[config.mk]
export PLATFORM = sky130hd
export DESIGN_NAME = multicycle_ctrl
export DESIGN_NICKNAME = d
export VERILOG_FILES = /design/src/rtl/ctrl_pkg.sv /design/src/rtl/op_decoder.sv /design/src/rtl/multicycle_ctrl.sv
export SDC_FILE = /design/constraint.sdc
export NUM_CORES = 1
export LEC_CHECK = 0
export ABC_CLOCK_PERIOD_IN_PS = 2000
export CORE_MARGIN = 5
export CORE_UTILIZATION = 35
export CTS_CLUSTER_DIAMETER = 50
export CTS_CLUSTER_SIZE = 20
export DETAILED_ROUTE_END_ITERATION = 8
export DONT_BUFFER_PORTS = 1
export PLACE_DENSITY_LB_ADDON = 0.15
export SLEW_MARGIN = 0
export SYNTH_ARGS = -nofsm -noshare
export SYNTH_HDL_FRONTEND = slang
export SYNTH_SLANG_ARGS = --single-unit
[constraint.sdc]
create_clock -name clk -period 2 [get_ports clk]
set_input_delay 0.6 -clock clk [delete_from_list [all_inputs] [get_ports clk]]
set_output_delay 0.6 -clock clk [all_outputs]
set_load 0.005 [all_outputs]
[src/rtl/ctrl_pkg.sv]
// Shared constants for the multicycle controller:
// state codes, opcode map, alu_op/pc_src/alu_src_b codes.
package ctrl_pkg;

  localparam logic [3:0] S_FETCH  = 4'd0;
  localparam logic [3:0] S_DECODE = 4'd1;
  localparam logic [3:0] S_EXEC_R = 4'd2;
  localparam logic [3:0] S_EXEC_I = 4'd3;
  localparam logic [3:0] S_ADDR   = 4'd4;
  localparam logic [3:0] S_MEM_RD = 4'd5;
  localparam logic [3:0] S_MEM_WR = 4'd6;
  localparam logic [3:0] S_WB_R   = 4'd7;
  localparam logic [3:0] S_WB_I   = 4'd8;
  localparam logic [3:0] S_WB_MEM = 4'd9;
  localparam logic [3:0] S_BRANCH = 4'd10;
  localparam logic [3:0] S_JUMP   = 4'd11;

  localparam logic [5:0] OP_R    = 6'b000000;
  localparam logic [5:0] OP_ANDI = 6'b000001;
  localparam logic [5:0] OP_ORI  = 6'b000010;
  localparam logic [5:0] OP_ADDI = 6'b000011;
  localparam logic [5:0] OP_LW   = 6'b000100;
  localparam logic [5:0] OP_SW   = 6'b000101;
  localparam logic [5:0] OP_BEQ  = 6'b000110;
  localparam logic [5:0] OP_J    = 6'b000111;

  localparam logic [1:0] ALU_ADD  = 2'b00;
  localparam logic [1:0] ALU_SUB  = 2'b01;
  localparam logic [1:0] ALU_FUNC = 2'b10;
  localparam logic [1:0] ALU_LOGI = 2'b11;

  localparam logic [1:0] PC_ALU = 2'b00;
  localparam logic [1:0] PC_BR  = 2'b01;
  localparam logic [1:0] PC_JMP = 2'b10;

  localparam logic [1:0] SRCB_REG   = 2'b00;
  localparam logic [1:0] SRCB_FOUR  = 2'b01;
  localparam logic [1:0] SRCB_IMM   = 2'b10;
  localparam logic [1:0] SRCB_BROFF = 2'b11;

  typedef struct packed {
    logic r;
    logic logi;
    logic addi;
    logic lw;
    logic sw;
    logic beq;
    logic j;
    logic bad;
  } op_class_t;

endpackage

[src/rtl/op_decoder.sv]
// Opcode classifier and extender select.
// op: latched opcode; cls: one-hot class; ext_op: 1 = sign-extend.
import ctrl_pkg::*;

module op_decoder (
  input  logic [5:0] op,
  output op_class_t  cls,
  output logic       ext_op
);

  always_comb begin
    cls    = '0;
    ext_op = 1'b0;
    unique case (op)
      OP_R:    cls.r = 1'b1;
      OP_ANDI,
      OP_ORI:  cls.logi = 1'b1;
      OP_ADDI: begin
        cls.addi = 1'b1;
        ext_op   = 1'b1;
      end
      OP_LW: begin
        cls.lw = 1'b1;
        ext_op = 1'b1;
      end
      OP_SW: begin
        cls.sw = 1'b1;
        ext_op = 1'b1;
      end
      OP_BEQ: begin
        cls.beq = 1'b1;
        ext_op  = 1'b1;
      end
      OP_J:    cls.j = 1'b1;
      default: cls.bad = 1'b1;
    endcase
  end

endmodule

[src/rtl/multicycle_ctrl.sv]
// Multicycle CPU control FSM with memory wait timeout.
// In: clk, reset, opcode, zero, mem_ready. Out: datapath strobes/selects, illegal, mem_err, state.
import ctrl_pkg::*;

module multicycle_ctrl #(
  parameter int WAIT_MAX = 15
) (
  input  logic       clk,
  input  logic       reset,
  input  logic [5:0] opcode,
  input  logic       zero,
  input  logic       mem_ready,
  output logic       ext_op,
  output logic       pc_write,
  output logic       ir_write,
  output logic       mem_read,
  output logic       mem_write,
  output logic       reg_write,
  output logic       reg_dst,
  output logic       mem_to_reg,
  output logic [1:0] alu_src_b,
  output logic [1:0] alu_op,
  output logic [1:0] pc_src,
  output logic       illegal,
  output logic       mem_err,
  output logic [3:0] state
);

  localparam int CW = (WAIT_MAX < 1) ? 1 : $clog2(WAIT_MAX + 1);

  // run stays low from reset until the first edge after release,
  // so that edge opens the first FETCH instead of acting on it.
  logic          run;
  logic [3:0]    st;
  logic [3:0]    nxt;
  logic [5:0]    op_q;
  logic [CW-1:0] cnt;
  op_class_t     cls;
  logic          dec_ext;
  logic          wait_st;
  logic          stall;
  logic          tmo;

  op_decoder u_dec (
    .op     (op_q),
    .cls    (cls),
    .ext_op (dec_ext)
  );

  assign wait_st = (st == S_FETCH) || (st == S_MEM_RD)
                || (st == S_MEM_WR);
  assign stall   = run && wait_st && !mem_ready;
  assign tmo     = stall && (cnt == CW'(WAIT_MAX));
  assign state   = st;

  always_comb begin
    nxt = st;
    unique case (st)
      S_FETCH:  if (mem_ready) nxt = S_DECODE;
      S_DECODE: begin
        unique case (1'b1)
          cls.r:    nxt = S_EXEC_R;
          cls.logi,
          cls.addi: nxt = S_EXEC_I;
          cls.lw,
          cls.sw:   nxt = S_ADDR;
          cls.beq:  nxt = S_BRANCH;
          cls.j:    nxt = S_JUMP;
          default:  nxt = S_FETCH;
        endcase
      end
      S_EXEC_R: nxt = S_WB_R;
      S_EXEC_I: nxt = S_WB_I;
      S_ADDR:   nxt = cls.lw ? S_MEM_RD : S_MEM_WR;
      S_MEM_RD: if (mem_ready) nxt = S_WB_MEM;
      S_MEM_WR: if (mem_ready) nxt = S_FETCH;
      default:  nxt = S_FETCH;
    endcase
    if (tmo) nxt = S_FETCH;
  end

  always_ff @(posedge clk or posedge reset) begin
    if (reset) begin
      run  <= 1'b0;
      st   <= S_FETCH;
      op_q <= '0;
      cnt  <= '0;
    end else begin
      run <= 1'b1;
      if (run) begin
        st <= nxt;
        if (st == S_FETCH && mem_ready)
          op_q <= opcode;
        // A timeout in FETCH keeps the state, so clear on tmo too.
        if (stall && !tmo && nxt == st)
          cnt <= cnt + 1'b1;
        else
          cnt <= '0;
      end
    end
  end

  always_comb begin
    ext_op     = run && dec_ext;
    pc_write   = 1'b0;
    ir_write   = 1'b0;
    mem_read   = 1'b0;
    mem_write  = 1'b0;
    reg_write  = 1'b0;
    reg_dst    = 1'b0;
    mem_to_reg = 1'b0;
    alu_src_b  = SRCB_REG;
    alu_op     = ALU_ADD;
    pc_src     = PC_ALU;
    illegal    = 1'b0;
    mem_err    = tmo;
    if (run) begin
      unique case (st)
        S_FETCH: begin
          mem_read  = 1'b1;
          alu_src_b = SRCB_FOUR;
          pc_write  = mem_ready;
          ir_write  = mem_ready;
        end
        S_DECODE: begin
          alu_src_b = SRCB_BROFF;
          illegal   = cls.bad;
        end
        S_EXEC_R: alu_op = ALU_FUNC;
        S_EXEC_I: begin
          alu_src_b = SRCB_IMM;
          alu_op    = cls.logi ? ALU_LOGI : ALU_ADD;
        end
        S_ADDR:   alu_src_b = SRCB_IMM;
        S_MEM_RD: mem_read = 1'b1;
        S_MEM_WR: mem_write = !tmo;
        S_WB_R: begin
          reg_write = 1'b1;
          reg_dst   = 1'b1;
        end
        S_WB_I:   reg_write = 1'b1;
        S_WB_MEM: begin
          reg_write  = 1'b1;
          mem_to_reg = 1'b1;
        end
        S_BRANCH: begin
          alu_op   = ALU_SUB;
          pc_src   = PC_BR;
          pc_write = zero;
        end
        S_JUMP: begin
          pc_src   = PC_JMP;
          pc_write = 1'b1;
        end
        default: ;
      endcase
    end
  end

endmodule

==> qor.txt, run 1 <==
Vias in the first global route: 867
Crit path max fanout: 8
Fin. max-slew vios: 0
Detailed placement HPWL: 2.00 mm
CTS max path bufs: 2
Post-synthesis sequential element count: 15
Largest family of logic cells by synthesized area: simple AND/OR/NAND/NOR gates
Ys async rst share: 100%
RSZ-0062 raised after global routing: yes
Die area: 4510 um^2
Pwr per Cell Area: 948 nW/um^2
Final worst slack: -0.0408 ns
Grt ovf: 0
RePlAce Congestion: 0.873
Clock Latency Late Sink: 0.28 ns
Drt pass-1 iters: 4
PortBufs: 0
Sw Pwr: 503 uW
Mapped Nets: 128
Core area: 3100 um^2
Antenna diodes: 0
Root buf cell: clkbuf_4
Maxcap violations: 0
DRC: 0
Outcome: finished with violations
Synth Area in Compound Gates: 18.0%
CTS tree: yes
Post-route ant nets: 0
Main flop type after synthesis: dfrtp_1
Fmax achieved: 490 MHz
Synth area leaders: dfrtp_1 33%, mux2_2 5.9%, nand2_1 4.3%, clkbuf_8 3.6%, a21oi_1 2.6%
Final nets: 140
Die Y: 67.2 um
Die width: 67.2 um
Post-synth top area cell: dfrtp_1
Largest net degree at the start of global routing: 16
Final Hold Viols: 0
Finish-stage setup viols: 7
Crit. End Element: output port
Synthesis Warnings: 0
Mux contribution to synthesized area: 6.78%
Layout cell share with drive strength beyond 1: 46.9%
Yosys top cell area share: 32.8%
Clk_skew: 0.00258 ns
Worst vdd ir: 606 uV
Sw Share: 40.2%
Min Tclk post-route: 2.04 ns
Simple-gate share of the synthesized area: 27.8%
Vias post-DR: 910
Yosys cell types: 49
First-pass GRT wire length: 4.23 mm
Internal power: 750 uW
Cts bufs inserted: 3
Startpoint Class: flip-flop
XOR/XNOR Fraction of Synth Area: 2.30%
WP data arrival: 1.44 ns
Clock Power Share: 13.6%
Clock sink count: 15
Comb power frac: 46.8%
Cells after Synth: 117
Syn_area_per_cell: 9.79 um^2
DR iter-0 viols: 60
CTS Hold Buffers Added: 0
Fin Setup TNS: -0.159 ns
I/O Pins: 30
Number of synthesized flops with an enable pin: 0
GR Util All Layers: 12.1%
Worst Max-Slew Pin Slew: 0.567 ns
Sequential area share after synthesis: 32.8%
Setup Crit Path Kind: flip-flop to output port
Sequential share of power: 39.6%
Final WL: 2.70 mm
Mapped cell area: 1140 um^2
Pre-CTS worst setup slack: 0.149 ns
Post-Synth Adder-Cell Area: 1.09%
Most frequent cells in the layout: 12 x nand2_1, 12 x buf_4, 11 x dfrtp_1
H-Tree Depth: 1
P_leak: 0.000514 uW
CP required: 1.40 ns
Violated checks: negative setup slack
Cell Rows: 20
Period utilisation layout: 102%
Min-Delay Path Class: primary input to async pin
Area grow syn2layout: 15.5%
Slew headroom: 62.2%
Initial antenna violation count: 0
Routed len/inst: 15.7 um
Clk slew on worst S/H paths: 0.09 ns
Initial core utilization: 36.9%
Vias per cell: 5.29
synthesized netlist by cell type, types with 2 or more instances:
master    count
buf_4         3
nor3_1        4
and3_1        2
nand3_1       3
clkbuf_8      3
nand2b_4      2
dfrtp_1      15
o22ai_1       4
a21oi_1       6
xnor2_1       3
a31oi_1       2
nor2_1        6
inv_1         7
mux2_2        6
o21ai_0       5
nand2_1      13
area by class of cell:
| cell class | instances | area (um^2) |
|---|---|---|
| Multi-Input combinational cell | 86 | 713 |
| Tap cell | 44 | 55.1 |
| Clock buffer | 4 | 26.3 |
| Sequential cell | 15 | 380 |
| Timing Repair Buffer | 15 | 116 |
| Fill cell | 327 | 1780 |
| Inverter | 8 | 31.3 |
cell families (layout without fill, tap and decap cells):
family | Yosys count | count (layout)
compound gates | 29 | 29
flops | 15 | 15
mux | 7 | 7
xor+xnor | 3 | 3
other cells | 1 | 1
buf+inv | 16 | 27
fa+ha+maj | 1 | 1
simple gates | 45 | 45
worst max-delay path, cell delays in order (launching register included):
cell	delay [ns]
dfrtp_2	0.49
nand2b_4	0.19
nor3_4	0.23
nand3_2	0.16
o21ai_2	0.10
power by group through the flow:
stage | logic (uW) | clock network (uW) | registers (uW)
finish | 586 | 171 | 497
global route | 636 | 189 | 513
CTS | 512 | 177 | 497
detailed placement | 470 | 0 | 499
global placement | 471 | 0 | 496
floorplan | 436 | 0 | 454
path summary, 6_finish.rpt:
kind                                 from        to  slack (ns)  cells past startpoint
max in group asynchronous           reset  state[3]        1.34                      1
worst max register to register    op_q[5]  state[1]        0.20                      7
min in group clk                opcode[4]   op_q[4]        0.47                      1
worst max-delay path             state[3]  pc_write       -0.04                      4
worst min register to register     cnt[0]    cnt[0]        0.51                      1
worst min-delay path                reset    cnt[0]        0.25                      1
registers in the layout (all words and copies together), names as in the netlist:
signal and cells:
op_q 6, state 4, run 1, cnt 4
layer usage:
metal	routed length, um	vias to the layer above	share of wire [%]	global-route usage (%)
met3	191	2	7.1	4.83
li1	-	438	-	-
met4	20	0	0.74	0
met1	1100	444	41	16.1
met2	1380	26	51	19.8
met5	0	-	0	0
what timing repair did:
item	CTS	global route
setup buffers	2	4
endpoints found under the setup margin	15	13
hold endpoints to repair	0	0
pin swaps	4	7
resized for setup	13	10
per-stage QoR:
step | hold slack [ns] | cells | instance area [um^2] | power (uW) | util (%)
global placement | 0.490 | 162 | 1180 | 966 | 38.0
CTS | 0.272 | 168 | 1250 | 1190 | 40.4
detailed placement | 0.497 | 162 | 1180 | 969 | 38.0
floorplan | 0.466 | 117 | 1150 | 890 | -
finish | 0.254 | 172 | 1320 | 1250 | 42.6
global route | 0.306 | 172 | 1320 | 1340 | 42.6
(Power assumes the default switching activity.)
==> run 2: changes to the inputs <==
--- a/config.mk
+++ b/config.mk
@@ -7,7 +7,7 @@
 export LEC_CHECK = 0
 export ABC_CLOCK_PERIOD_IN_PS = 2000
 export CORE_MARGIN = 5
-export CORE_UTILIZATION = 35
+export CORE_UTILIZATION = 56
 export CTS_CLUSTER_DIAMETER = 50
 export CTS_CLUSTER_SIZE = 20
 export DETAILED_ROUTE_END_ITERATION = 8
==> qor.txt, run 2 (synthesized netlist as in run 1, its figures left out) <==
RSZ-0062 raised after global routing: yes
Pwr per Cell Area: 971 nW/um^2
Min-Delay Path Class: primary input to async pin
Final worst slack: -0.110 ns
P_leak: 0.000529 uW
Final nets: 143
RR Endpoint: state[1]
Layout cell share with drive strength beyond 1: 48.9%
CTS tree: yes
Outcome: finished with violations
Final Hold Viols: 0
Worst vdd ir: 708 uV
Maxcap violations: 0
Period utilisation layout: 106%
RePlAce Congestion: 0.884
DRC: 0
CP startpoint: state[0]
Die width: 55.2 um
Most frequent cells in the layout: 15 x buf_4, 12 x dfrtp_1, 11 x nand2_1
Die Y: 55.2 um
Worst path bufs/invs: 1
H-Tree Depth: 1
Vias post-DR: 963
Crit. End Element: output port
Die area: 3050 um^2
CP required: 1.40 ns
Largest register FFs: 6
Largest net degree at the start of global routing: 16
Clk_skew: 0.00719 ns
Initial antenna violation count: 0
Pre-CTS worst setup slack: 0.186 ns
Slowest-stage cell, CP: dfrtp_2
Clock sink count: 15
Setup slack, reg-to-reg: 0.10 ns
Cell Rows: 16
DR iter-0 viols: 33
CTS max path bufs: 2
Fin Setup TNS: -0.482 ns
Vias in the first global route: 953
Setup Crit Path Kind: flip-flop to output port
Commonest non-fill, non-tap cell in the layout: buf_4
PortBufs: 0
WP data arrival: 1.51 ns
Finish-stage setup viols: 9
Violated checks: negative setup slack
Post-route ant nets: 0
Vias per cell: 6.09
GR Util All Layers: 17.2%
I/O Pins: 30
Final WL: 2.80 mm
Routed len/inst: 17.7 um
Root buf cell: clkbuf_4
Initial core utilization: 58.4%
Clk slew on worst S/H paths: 0.10 ns
Detailed placement HPWL: 1.87 mm
Grt ovf: 0
Area grow syn2layout: 16.1%
Delay of the slowest critical-path stage: 0.49 ns
Drt pass-1 iters: 4
First-pass GRT wire length: 4.33 mm
Slew headroom: 62.0%
Total Power: 1290 uW
Crit-path cells: nor4b_4, a22oi_2, nor2_2, buf_4
Antenna diodes: 0
Core area: 1960 um^2
Most flops, register: op_q
Clock Latency Late Sink: 0.31 ns
Startpoint Class: flip-flop
Fmax achieved: 474 MHz
CP delay by family, top: flip-flops
Min Tclk post-route: 2.11 ns
Worst Max-Slew Pin Slew: 0.569 ns
Cell count of the worst reg-to-reg path: 8
Cts bufs inserted: 3
Reg-to-reg critical path startpoint: op_q[5]
Crit path max fanout: 7
Fin. max-slew vios: 0
run 2: where the power goes:
group	internal, uW	switching, uW
clock network	74.8	114
logic	301	307
registers	388	105
total	764	526
run 2: per-layer routing:
layer	part of all wire, %	global-route usage, %
met5	0	0
met4	2.7	5.21
met3	5.4	3.73
met2	52	30.6
met1	40	20.5
run 2: metrics by stage:
| stage | util (%) | cell area [um^2] | std cells | hold slack, ns |
|---|---|---|---|---|
| floorplan | - | 1150 | 117 | 0.466 |
| global placement | 60.2 | 1180 | 148 | 0.484 |
| detailed placement | 60.2 | 1180 | 148 | 0.497 |
| CTS | 63.8 | 1250 | 156 | 0.258 |
| global route | 67.7 | 1330 | 158 | 0.265 |
| finish | 67.7 | 1330 | 158 | 0.223 |
run 2: worst max-delay path by stage:
stage,endpoint,depth (start not counted),slack (ns)
floorplan,mem_write,5,0.005
global placement,mem_err,4,0.19
detailed placement,mem_err,4,0.19
CTS,mem_err,4,-0.07
global route,mem_err,4,-0.15
finish,mem_err,4,-0.11
run 2: area by class of cell:
class	instances	area [um^2]
multi-input cells	86	712
fillers	175	633
well taps	27	33.8
clock buffers	3	22.5
flip-flops and latches	15	379
clock inverters	1	5.00
inverters	8	30.0
repair buffers	18	146
run 2: what timing repair did:
action / 4_1_cts / 5_1_grt
hold buffers: 0 / 0
pin swaps: 4 / 10
endpoints found under the hold margin: 0 / 0
resized for setup: 5 / 18
buffers inserted: 4 / 2
endpoints found under the setup margin: 11 / 15
==> run 3: changes to the inputs <==
--- a/config.mk
+++ b/config.mk
@@ -6,6 +6,7 @@
 export NUM_CORES = 1
 export LEC_CHECK = 0
 export ABC_CLOCK_PERIOD_IN_PS = 2000
+export CAP_MARGIN = 10
 export CORE_MARGIN = 5
 export CORE_UTILIZATION = 56
 export CTS_CLUSTER_DIAMETER = 50
==> results of run 3 <==
Same layout as run 2: the final DEF is identical, and so are final timing and power.
